**src/rtl/rr_arbiter8_pkg.sv**
```systemverilog
// Shared constants, FSM state type and the rotate helper for the 8-way round-robin arbiter.
package rr_arbiter8_pkg;

  localparam int N_REQ = 8;
  localparam int ID_W  = 3;

  typedef enum logic {
    ST_IDLE  = 1'b0,
    ST_GRANT = 1'b1
  } state_t;

  // Rotate right by s so that bit s of the input lands at bit 0.
  function automatic logic [N_REQ-1:0] rotr(input logic [N_REQ-1:0] v,
                                            input logic [ID_W-1:0]  s);
    logic [2*N_REQ-1:0] dbl;
    dbl = {v, v} >> s;
    return dbl[N_REQ-1:0];
  endfunction

endpackage

```
**src/rtl/rr_arbiter8_prio_enc8.sv**
```systemverilog
// 8-to-3 priority encoder: index of the lowest set bit, plus a found flag.
module prio_enc8
  import rr_arbiter8_pkg::*;
(
  input  logic [N_REQ-1:0] vec,
  output logic [ID_W-1:0]  idx,
  output logic             found
);

  // NOTE: every output gets a default before the loop so no latch is inferred.
  always_comb begin
    idx   = '0;
    found = 1'b0;
    // Scanning downward lets the lowest set bit overwrite any higher one.
    for (int i = N_REQ - 1; i >= 0; i--) begin
      if (vec[i]) begin
        idx   = ID_W'(i);
        found = 1'b1;
      end
    end
  end

endmodule

```
**src/rtl/rr_arbiter8.sv**
```systemverilog
// Round-robin arbiter for 8 requesters with grant hold and bounded tenure under contention.
module rr_arbiter8
  import rr_arbiter8_pkg::*;
#(
  parameter int MAX_HOLD = 4
) (
  input  logic             clk,
  input  logic             rst_n,
  input  logic [N_REQ-1:0] req,
  output logic [N_REQ-1:0] gnt,
  output logic [ID_W-1:0]  gnt_id,
  output logic             gnt_valid
);

  localparam logic [3:0] HOLD_MAX = 4'(MAX_HOLD);

  state_t           state, state_nxt;
  logic [ID_W-1:0]  ptr, ptr_nxt;
  logic [3:0]       hold_cnt, hold_nxt;
  logic [N_REQ-1:0] gnt_nxt;
  logic [ID_W-1:0]  id_nxt;

  logic [N_REQ-1:0] cand;
  logic [N_REQ-1:0] cand_rot;
  logic [ID_W-1:0]  rot_idx;
  logic [ID_W-1:0]  winner;
  logic             found;
  logic             owner_req;
  logic             grant_new;

  // The current owner is never a candidate, so a preempt or release always moves on.
  assign cand      = (state == ST_GRANT) ? (req & ~gnt) : req;
  assign cand_rot  = rotr(cand, ptr);
  assign winner    = rot_idx + ptr;
  assign owner_req = |(req & gnt);
  assign gnt_valid = |gnt;

  prio_enc8 u_enc (
    .vec   (cand_rot),
    .idx   (rot_idx),
    .found (found)
  );

  always_comb begin
    state_nxt = state;
    ptr_nxt   = ptr;
    hold_nxt  = hold_cnt;
    gnt_nxt   = gnt;
    id_nxt    = gnt_id;
    grant_new = 1'b0;

    unique case (state)
      ST_IDLE: begin
        if (found) grant_new = 1'b1;
      end
      ST_GRANT: begin
        if (!owner_req) begin
          if (found) begin
            grant_new = 1'b1;
          end else begin
            state_nxt = ST_IDLE;
            gnt_nxt   = '0;
            hold_nxt  = '0;
          end
        end else if (hold_cnt < HOLD_MAX) begin
          hold_nxt = hold_cnt + 4'd1;
        end else if (found) begin
          grant_new = 1'b1;
        end
      end
      default: state_nxt = ST_IDLE;
    endcase

    if (grant_new) begin
      state_nxt = ST_GRANT;
      gnt_nxt   = N_REQ'(1) << winner;
      id_nxt    = winner;
      ptr_nxt   = winner + 3'd1;
      hold_nxt  = 4'd1;
    end
  end

  // NOTE: sequential state uses non-blocking assignments so all registers update together.
  always_ff @(posedge clk) begin
    if (!rst_n) begin
      state    <= ST_IDLE;
      ptr      <= '0;
      hold_cnt <= '0;
      gnt      <= '0;
      gnt_id   <= '0;
    end else begin
      state    <= state_nxt;
      ptr      <= ptr_nxt;
      hold_cnt <= hold_nxt;
      gnt      <= gnt_nxt;
      gnt_id   <= id_nxt;
    end
  end

endmodule
```
**config.mk**
```make
export PLATFORM = sky130hd
export DESIGN_NAME = rr_arbiter8
export DESIGN_NICKNAME = d
export VERILOG_FILES = /design/src/rtl/rr_arbiter8_pkg.sv /design/src/rtl/rr_arbiter8_prio_enc8.sv /design/src/rtl/rr_arbiter8.sv
export SDC_FILE = /design/constraint.sdc
export NUM_CORES = 1
export LEC_CHECK = 0
export CAP_MARGIN = 20
export CORE_MARGIN = 5
export CORE_UTILIZATION = 36
export CTS_CLUSTER_SIZE = 10
export DETAILED_ROUTE_END_ITERATION = 10
export SKIP_CTS_REPAIR_TIMING = 1
export SLEW_MARGIN = 15
export SYNTH_ARGS = -nofsm -noshare
export SYNTH_HDL_FRONTEND = slang
export SYNTH_SLANG_ARGS = --single-unit
```
**constraint.sdc**
```tcl
create_clock -name clk -period 8.7 [get_ports clk]
set_input_delay 1.74 -clock clk [delete_from_list [all_inputs] [get_ports clk]]
set_output_delay 1.74 -clock clk [all_outputs]
set_load 0.005 [all_outputs]
```
==> metrics.md <==
| Metric | Value |
|---|---|
| Status | `complete, no violations` |
| DP HPWL | `between 2 and 2.5 mm` |
| Setup WS post-layout | `between 3 and 4 ns` |
| RSZ-0062 raised after global routing | `no` |
| Yosys cell types | `40` |
| Post-Syn Area per Cell | `roughly 11 µm²` |
| Cells along the critical path | `clkdlybuf4s50_1 -> a21bo_2 -> mux4_2 -> mux2i_1 -> a21oi_1 -> o21ai_0 -> nand2_1 -> a21boi_0 -> ha_1 -> inv_1 -> fa_1 -> xnor2_1 -> xnor2_1 -> ha_1 -> nand2_1 -> a21oi_1` |
| Clk slew on worst S/H paths | `roughly 0.070 ns` |
| Ports | `22` |
| Post-route cell area | `~1700 µm²` |
| Via count | `1,094` |
| Buffers on Ports | `21` |
| Crit path largest cell delay | `~0.48 ns` |
| Maximum vdd drop | `roughly 170 µV` |
| Final hold viol count | `0` |
| Routed wire length | `between 3 and 4 mm` |
| Place WS | `between 3 and 4 ns` |
| Clock Sinks | `19` |
| Yosys top cell area share | `0.2759` |
| GR Util All Layers | `0.1265` |
| Inst Count DP | `around 200` |
| Max-cap check violation count | `0` |
| Min Tclk post-route | `~5.2 ns` |
| Gate Count Post-Synth | `between 100 and 150` |
| Fin Clk Skew | `0.003178 ns` |
| Number of global-route vias before repair | `between 1,000 and 1,500` |
| H-tree levels | `1` |
| Final Max Slew Viols | `0` |
| Antenna violations before repair | `0` |
| Leading area contributor after synthesis | `dfxtp_1` |
| Yosys warns | `0` |
| Register area share after synthesis | `0.2759` |
| Die H | `71.89 µm` |
| Worst-margin pin slew | `about 0.52 ns` |
| Pre-antenna DRT Iters | `4` |
| Die ar. | `~5200 µm²` |
| #FFs+latches synth | `19` |
| Max_slew headroom | `0.6497` |
| Setup violations, final | `0` |
| Starting density of the core | `0.3738` |
| Final antenna-violating net count | `0` |
| Worst-skew pair later-pin latency | `0.26 ns` |
| Most common cell after layout, fill and taps aside | `clkdlybuf4s50_1` |
| Setup TNS | `0 ns` |
| CTS Root Buffer Type | `clkbuf_8` |
| Leak Pwr | `between 0.6 and 0.7 nW` |
| CP required | `slightly below 9 ns` |
| Synth Flop Type | `dfxtp_1` |
| Slowest cell on crit path | `mux4_2` |
| CTS tree | `built` |
| Grt total ovfl | `0` |
| Crit path capture type | `flip-flop` |
| Top post-synthesis cells by area | `dfxtp_1, mux4_2, ha_1` |
| Routed vias/inst | `about 5.5` |
| Area Growth Syn to Fin | `20.51%` |
| Total Nets Final | `170` |
| Post-synth EDFFs | `0` |
| ANT cells | `0` |
| CP Launch Type | `input pin` |
| Setup CP Type | `input pin to flip-flop` |
| TritonCTS Buffers | `3` |
| Largest net degree at the start of global routing | `15` |
| DR iter-0 viols | `37` |
| Core ar. | `3689 µm²` |
| Commonest cells after routing, fill and taps aside | `clkdlybuf4s50_1, dfxtp_1, nand2_1, mux4_2` |
| Wirelength per Cell | `around 16 µm` |
| Synth async-reset ratio | `0` |
| Syn Nets | `149` |
| Synth Cell Area | `around 1400 µm²` |
| Clock tree buffer depth | `2` |
| Post-route non-filler standard cell count | `between 150 and 200` |
| Total Power | `0.5919 mW` |
| Fmax | `192.3 MHz` |
| Final worst path period share | `0.5976` |
| Hold WC Path Type | `flip-flop to flip-flop` |
| Row count | `22` |
| PD cells | `356.2 nW/µm²` |
| Die W | `around 72 µm` |
| First-pass GRT wire length | `about 5.1 mm` |
| Post-DP Area | `between 1500 and 2000 µm²` |
| Worst-path fanout max | `4` |
| Layout cells sized above 1 | `0.1788` |
| Routability cong. | `0.8012` |
| DRC Markers | `0` |
| CP arrival | `approximately 5.3 ns` |
## registers in the layout, summed over array words and instances, names as in the netlist
signal	count
gnt_id	3
hold_cnt	4
ptr	3
gnt	8
state	1
## worst paths after layout
check | startpoint | endpoint | slack, ns | cells past startpoint
max | req[6] | ptr[2] | 3.50 | 16
min | gnt_id[0] | gnt_id[0] | 0.46 | 2
max reg2reg | ptr[0] | ptr[2] | 4.96 | 14
min reg2reg | gnt_id[0] | gnt_id[0] | 0.46 | 2
## layer usage
metal	vias to the layer above	wire length (µm)	global-route usage
met5	-	0	0
met4	0	80	0.07098
met3	7	89	0.02104
met2	15	1450	0.2051
met1	525	1485	0.1583
li1	547	-	-
## cell usage after synthesis, types with 2 or more instances
cell      count
a32o_1        5
a22o_1        3
inv_1         5
buf_2         3
mux2_2        5
a21bo_1       4
nor2_1        7
a22oi_1       4
a21bo_2       4
nor4_1        3
ha_1          7
a21oi_1       5
mux4_2        8
dfxtp_1      19
nor3_1        2
nand2_1      10
a211oi_1      2
o21ai_0       4
xnor2_1       2
mux2i_1       5
and2_1        5
## cells by family after synthesis
logic type / Yosys count / share of synthesized area
AO/OA/AOI/OAI: 37 / 0.2196
AND/OR/NAND/NOR: 36 / 0.1652
flip-flops: 19 / 0.2759
multiplexers: 18 / 0.2078
buffers and inverters: 11 / 0.04083
adder cells (fa/ha/maj): 8 / 0.07804
XOR/XNOR: 2 / 0.01271
## power breakdown
| part | internal (mW) | leakage, nW | switching (mW) |
|---|---|---|---|
| registers | 0.110 | 0.156 | 0.0351 |
| logic | 0.190 | 0.424 | 0.195 |
| clock network | 0.0319 | 0.0255 | 0.0294 |
| total | 0.332 | 0.605 | 0.260 |
## final cells by class
type,count,area (µm²)
fillers,366,2027
multi-input cells,101,942.2
flip-flops and latches,19,380.4
repair buffers,21,210.2
well taps,48,60.06
clock buffers,3,41.29
inverters,6,22.52
clock inverters,1,5.005
## per-stage QoR
stage          hold WS, ns  utilization
3_3_place_gp        0.4529       0.4379
5_1_grt             0.5051       0.4505
4_1_cts             0.4717       0.4505
6_report            0.4625       0.4505
3_5_place_dp        0.4612       0.4379
2_1_floorplan       0.4483            -
## critical path: cells and delay by family
| kind | cells | cell delay (ns) |
|---|---|---|
| AO/OA/AOI/OAI | 5 | 0.78 |
| XOR/XNOR | 2 | 0.58 |
| adder cells (fa/ha/maj) | 3 | 0.86 |
| buffers and inverters | 2 | 0.52 |
| multiplexers | 2 | 0.73 |
| AND/OR/NAND/NOR | 2 | 0.13 |
Power figures use the tool's default switching activity.
